--- config.mk ---
export PLATFORM = sky130hd
export DESIGN_NAME = insn_fetch_unit
export DESIGN_NICKNAME = d
export VERILOG_FILES = /design/src/rtl/fetch_pkg.sv /design/src/rtl/insn_byte_assembler.sv /design/src/rtl/insn_fetch_unit.sv
export SDC_FILE = /design/constraint.sdc
export NUM_CORES = 1
export LEC_CHECK = 0
export BUFFER_PORTS_ARGS = -buffer_cell sky130_fd_sc_hd__buf_2
export CORE_MARGIN = 2
export CORE_UTILIZATION = 30
export CTS_CLUSTER_SIZE = 12
export DETAILED_ROUTE_END_ITERATION = 6
export PLACE_DENSITY = 0.57
export SYNTH_ARGS = -nofsm -noshare
export SYNTH_HDL_FRONTEND = slang
export SYNTH_SLANG_ARGS = --single-unit
--- constraint.sdc ---
create_clock -name clk -period 2 [get_ports clk]
set_input_delay 0 -clock clk [delete_from_list [all_inputs] [get_ports clk]]
set_output_delay 0 -clock clk [all_outputs]
set_load 0.01 [all_outputs]
--- src/rtl/fetch_pkg.sv ---
// Shared types and constants for the byte-serial instruction fetch unit.
package fetch_pkg;

    typedef enum logic [1:0] {
        FETCH_REQ,
        FETCH_WAIT,
        FETCH_HOLD
    } fetch_state_e;

    localparam int unsigned FETCH_BYTES     = 4;
    localparam logic [31:0] FETCH_BASE_ADDR = 32'h0100_0000;

endpackage

--- src/rtl/insn_byte_assembler.sv ---
// Four byte slots that build one little-endian instruction word.
module insn_byte_assembler
    import fetch_pkg::*;
(
    input  logic        clk,
    input  logic        rst_n,
    input  logic        clr_i,
    input  logic        we_i,
    input  logic [1:0]  idx_i,
    input  logic [7:0]  byte_i,
    output logic [31:0] word_o
);

    logic [FETCH_BYTES-1:0][7:0] slot_q;
    logic [FETCH_BYTES-1:0][7:0] slot_d;

    always_comb begin
        slot_d = slot_q;
        if (clr_i) begin
            slot_d = '0;
        end else if (we_i) begin
            slot_d[idx_i] = byte_i;
        end
    end

    always_ff @(posedge clk or negedge rst_n) begin
        if (!rst_n) begin
            slot_q <= '0;
        end else begin
            slot_q <= slot_d;
        end
    end

    // Slot 0 lands in bits 7:0.
    assign word_o = slot_q;

endmodule

--- src/rtl/insn_fetch_unit.sv ---
// Fetches 32-bit instructions one byte at a time from byte-wide memory and
// presents each word with its PC to decode over valid/ready.
module insn_fetch_unit
    import fetch_pkg::*;
#(
    parameter int unsigned        AWIDTH    = 32,
    parameter int unsigned        DWIDTH    = 32,
    parameter logic [AWIDTH-1:0]  BASE_ADDR = AWIDTH'(FETCH_BASE_ADDR)
)(
    input  logic              clk,
    input  logic              reset,
    input  logic              redirect_valid,
    input  logic [AWIDTH-1:0] redirect_pc,
    output logic              mem_req_o,
    output logic [AWIDTH-1:0] mem_addr_o,
    input  logic [7:0]        mem_rdata_i,
    input  logic              mem_rvalid_i,
    output logic              insn_valid_o,
    output logic [DWIDTH-1:0] insn_o,
    output logic [AWIDTH-1:0] pc_o,
    input  logic              insn_ready_i,
    output logic              misalign_o
);

    fetch_state_e      state_q, state_d;
    logic [AWIDTH-1:0] pc_q, pc_d;
    logic [1:0]        k_q, k_d;
    logic              drop_q, drop_d;
    logic              misalign_q, misalign_d;
    logic              req;
    logic              byte_we;
    logic              asm_clr;
    logic [31:0]       word;

    assign req = (state_q == FETCH_REQ) && !drop_q;

    always_comb begin
        state_d    = state_q;
        pc_d       = pc_q;
        k_d        = k_q;
        drop_d     = drop_q;
        byte_we    = 1'b0;
        asm_clr    = 1'b0;
        misalign_d = redirect_valid && (redirect_pc[1:0] != 2'b00);

        if (drop_q && mem_rvalid_i) begin
            drop_d = 1'b0;
        end

        case (state_q)
            FETCH_REQ: begin
                if (req) begin
                    state_d = FETCH_WAIT;
                end
            end
            FETCH_WAIT: begin
                if (mem_rvalid_i) begin
                    byte_we = 1'b1;
                    if (k_q == 2'd3) begin
                        state_d = FETCH_HOLD;
                    end else begin
                        k_d     = k_q + 2'd1;
                        state_d = FETCH_REQ;
                    end
                end
            end
            FETCH_HOLD: begin
                if (insn_ready_i) begin
                    pc_d    = pc_q + AWIDTH'(FETCH_BYTES);
                    k_d     = 2'd0;
                    state_d = FETCH_REQ;
                end
            end
            default: state_d = FETCH_REQ;
        endcase

        // Only arm drop while a response is still in flight after this edge;
        // a byte landing in the redirect cycle itself is already consumed.
        if (redirect_valid) begin
            pc_d    = {redirect_pc[AWIDTH-1:2], 2'b00};
            k_d     = 2'd0;
            state_d = FETCH_REQ;
            asm_clr = 1'b1;
            drop_d  = req
                   || ((state_q == FETCH_WAIT) && !mem_rvalid_i)
                   || (drop_q && !mem_rvalid_i);
        end
    end

    always_ff @(posedge clk or negedge reset) begin
        if (!reset) begin
            state_q    <= FETCH_REQ;
            pc_q       <= BASE_ADDR;
            k_q        <= 2'd0;
            drop_q     <= 1'b0;
            misalign_q <= 1'b0;
        end else begin
            state_q    <= state_d;
            pc_q       <= pc_d;
            k_q        <= k_d;
            drop_q     <= drop_d;
            misalign_q <= misalign_d;
        end
    end

    insn_byte_assembler u_asm (
        .clk    (clk),
        .rst_n  (reset),
        .clr_i  (asm_clr),
        .we_i   (byte_we),
        .idx_i  (k_q),
        .byte_i (mem_rdata_i),
        .word_o (word)
    );

    // Reset gates the request so every output except pc_o reads zero while held.
    assign mem_req_o    = req && reset;
    assign mem_addr_o   = mem_req_o ? (pc_q + AWIDTH'(k_q)) : '0;
    assign insn_valid_o = (state_q == FETCH_HOLD);
    assign insn_o       = DWIDTH'(word);
    assign pc_o         = pc_q;
    assign misalign_o   = misalign_q;

endmodule

==> impl_metrics.env <==
export IMPL_status="completed"
export IMPL_cts_tree="done"
export IMPL_dp_slack_ns=0.03720
export IMPL_async_flop_share_pct=100.0
export IMPL_crit_reg2reg_launch="state_q[0]"
export IMPL_drive_gt1_share_pct=32.92
export IMPL_yosys_mux_area_fraction_pct=0.2702
export IMPL_worstSetupStartpoint="state_q[0]"
export IMPL_grt_antenna_before_repair=0
export IMPL_fin_area_sq_mm=0.005530
export IMPL_finalClockSkew_ns=0.01049
export IMPL_setup_viol=0
export IMPL_path_max_fanout=7
export IMPL_yosysSeqAreaShare_pct=45.96
export IMPL_power_share_clock_pct=42.8
export IMPL_port_buffers=141
export IMPL_finalCritPeriodShare_pct=95.85
export IMPL_core_area_sq_mm=0.01201
export IMPL_synth_compound_area_share_pct=14.42
export IMPL_yosysWarningCount=0
export IMPL_worst_slack_ns=0.08305
export IMPL_path_clk_slew_ns=0.06
export IMPL_tns_ns=0
export IMPL_dr_pass1_iters=4
export IMPL_cts_made_buffers=9
export IMPL_grt_total_usage_pct=18.05
export IMPL_cts_sinks=68
export IMPL_multi_input_area_sq_mm=0.001878
export IMPL_power_density_mw_per_mm2=718.3
export IMPL_dieArea_sq_mm=0.01325
export IMPL_drt_iter0_markers=240
export IMPL_grt_pass1_vias=3875
export IMPL_yosysUniqueCellTypes=51
export IMPL_syn_cell_area_sq_mm=0.003705
export IMPL_pwr_share_comb_pct=18.6
export IMPL_start_util_pct=30.84
export IMPL_rows=40
export IMPL_rsz0062_at_grt="no"
export IMPL_instances_no_fill=785
export IMPL_syn_area_per_cell_sq_um=8.676
export IMPL_fill_cells=1212
export IMPL_wirelength_microns=12250
export IMPL_dp_cells=725
export IMPL_drv_cap=0
export IMPL_clock_latency_ns=0.33
export IMPL_cts_root_buf="clkbuf_16"
export IMPL_startpoint_type="register"
export IMPL_slew_headroom_pct=40.05
export IMPL_fmax_mhz=521.7
export IMPL_clk_path_buf_depth=2
export IMPL_synth_xor_area_share_pct=2.364
export IMPL_power_switching_uw=1079
export IMPL_hold_path_end="pc_o[27]"
export IMPL_diodes=0
export IMPL_drc=0
export IMPL_ff_latch_area_sq_mm=0.001707
export IMPL_ios=144
export IMPL_reg2reg_slack_ns=0.08
export IMPL_worst_hold_path_num_cells=3
export IMPL_leakage_uw=0.002627
export IMPL_syn_to_final_growth_pct=49.27
export IMPL_synthAdderAreaFrac_pct=1.689
export IMPL_irDropWorstVdd_mv=0.3435
export IMPL_grt_ovfl_total=0
export IMPL_seq_power_share_pct=38.6
export IMPL_synth_edf_count=0
export IMPL_routed_via_density=5.029
export IMPL_r2r_end="pc_o[19]"
export IMPL_finalCriticalPeriod_ns=1.917
export IMPL_hold_viol=0
export IMPL_r2r_cells=4
export IMPL_critical_path_arrival_ns=2.17
export IMPL_synth_top_family_by_area="simple AND/OR/NAND/NOR gates"
export IMPL_dr_total_vias=3948
export IMPL_tightest_slew_ns=0.8992
export IMPL_die_y_microns=115.1
export IMPL_postSynthCellCount=427
export IMPL_placed_area_sq_mm=0.004752
export IMPL_hpwlAfterDp_microns=8337
export IMPL_grt_pass1_wl_microns=18880
export IMPL_hold_class="in2reg"
export IMPL_cts_htree_levels=3
export IMPL_holdCritStartpoint="redirect_pc[27]"
export IMPL_wl_per_cell_microns=15.60
export IMPL_synth_seq_cells=68
export IMPL_ys_flop_type="dfrtp_1"
export IMPL_final_cell_mix="141 x buf_2, 91 x nand2_1, 64 x dfrtp_1"
export IMPL_cp_required_ns=2.25
export IMPL_switching_share_pct=27.16
export IMPL_yosys_area_share_simple_pct=30.56
export IMPL_grt_max_degree=69
export IMPL_layout_commonest_cell="buf_2"
export IMPL_ant_nets=0
export IMPL_end_kind="register"
export IMPL_postCtsSetupBuffers=0
export IMPL_internal_power_uw=2893
export IMPL_criticalPathCategory="reg2reg"
export IMPL_place_congestion=0.8723
export IMPL_die_x_microns=115.1
export IMPL_fin_nets=683
export IMPL_drv_slew=0
sequential cells by signal, indices dropped and copies added (netlist names):
| signal | cells |
|---|---|
| drop_q | 1 |
| k_q | 2 |
| misalign_o | 1 |
| pc_o | 30 |
| state_q | 2 |
| u_asm.word_o | 32 |
worst max-delay path, stage by stage (launching register included):
cell and delay, ns:
dfrtp_1 0.39, nand3b_4 0.19, or4_4 0.60, or4_1 0.50, a31oi_1 0.17
power by group through the flow:
stage                     logic (uW)  registers (uW)  clock network (uW)
final                            740            1530                1700
after global routing             816            1550                1790
after CTS                        739            1530                1730
after detailed placement         672            1550                   0
after global placement           666            1550                   0
after floorplan                  283            1590                   0
synth_stat cells, drive strengths merged (3+ instances only):
library cell	count	area share [%]
a21oi	35	4.7
a31oi	14	2.4
and2	37	6.2
buf	7	1.5
clkbuf	21	2.1
dfrtp	67	45
ha	5	1.7
inv	10	1.0
nand2	91	9.2
nand2b	3	0.51
nand3	13	1.9
nand4	8	1.5
nor2	21	2.1
nor2b	3	0.51
nor3	6	0.81
nor4	6	1.0
o211ai	3	0.61
o21ai	13	1.8
o31ai	11	2.2
or4	13	2.9
xnor2	8	1.9
area by class of cell:
type	count	area share (%)
clock buffer	12	4.276
inverter	10	0.6787
timing repair buffer	221	25.57
sequential	68	30.86
multi-input combinational	323	33.96
tap	147	3.326
clock inverter	4	1.335
cell families after synthesis:
logic type | count (synthesis)
mux | 1
simple gates | 216
flops | 68
compound gates | 88
fa+ha+maj | 5
buf+inv | 38
xor+xnor | 10
other cells | 1
worst max-delay path by stage:
stage                     cells after the start  slack (ns)        to
after floorplan                               6       0.003  pc_o[24]
after global placement                        5        0.05  pc_o[24]
after detailed placement                      5        0.04  pc_o[26]
after CTS                                     5        0.02  pc_o[20]
after global routing                          5       0.002  pc_o[26]
final                                         4        0.08  pc_o[19]
per-stage QoR:
stage / hold WS [ns] / power, uW / utilization, %
floorplan: -0.2956 / 1877 / -
global placement: 0.2126 / 2216 / 39.56
detailed placement: 0.2118 / 2226 / 39.56
CTS: 0.005854 / 4003 / 45.73
global route: 0.01217 / 4150 / 46.04
finish: 0.01983 / 3972 / 46.04
timing repair:
item	CTS	global route
endpoints found under the setup margin	0	8
resized for setup	0	6
hold buffers	43	0
hold endpoints to repair	131	0
layer usage:
metal | vias to the layer above | part of all wire, % | GRT usage, %
met1 | 1880 | 44 | 22.14
met3 | 17 | 6.5 | 4.481
li1 | 1901 | - | -
met4 | 0 | 1.4 | 4.578
met2 | 150 | 48 | 31.76
met5 | - | 0 | 0
Power figures use the tool's default switching activity.
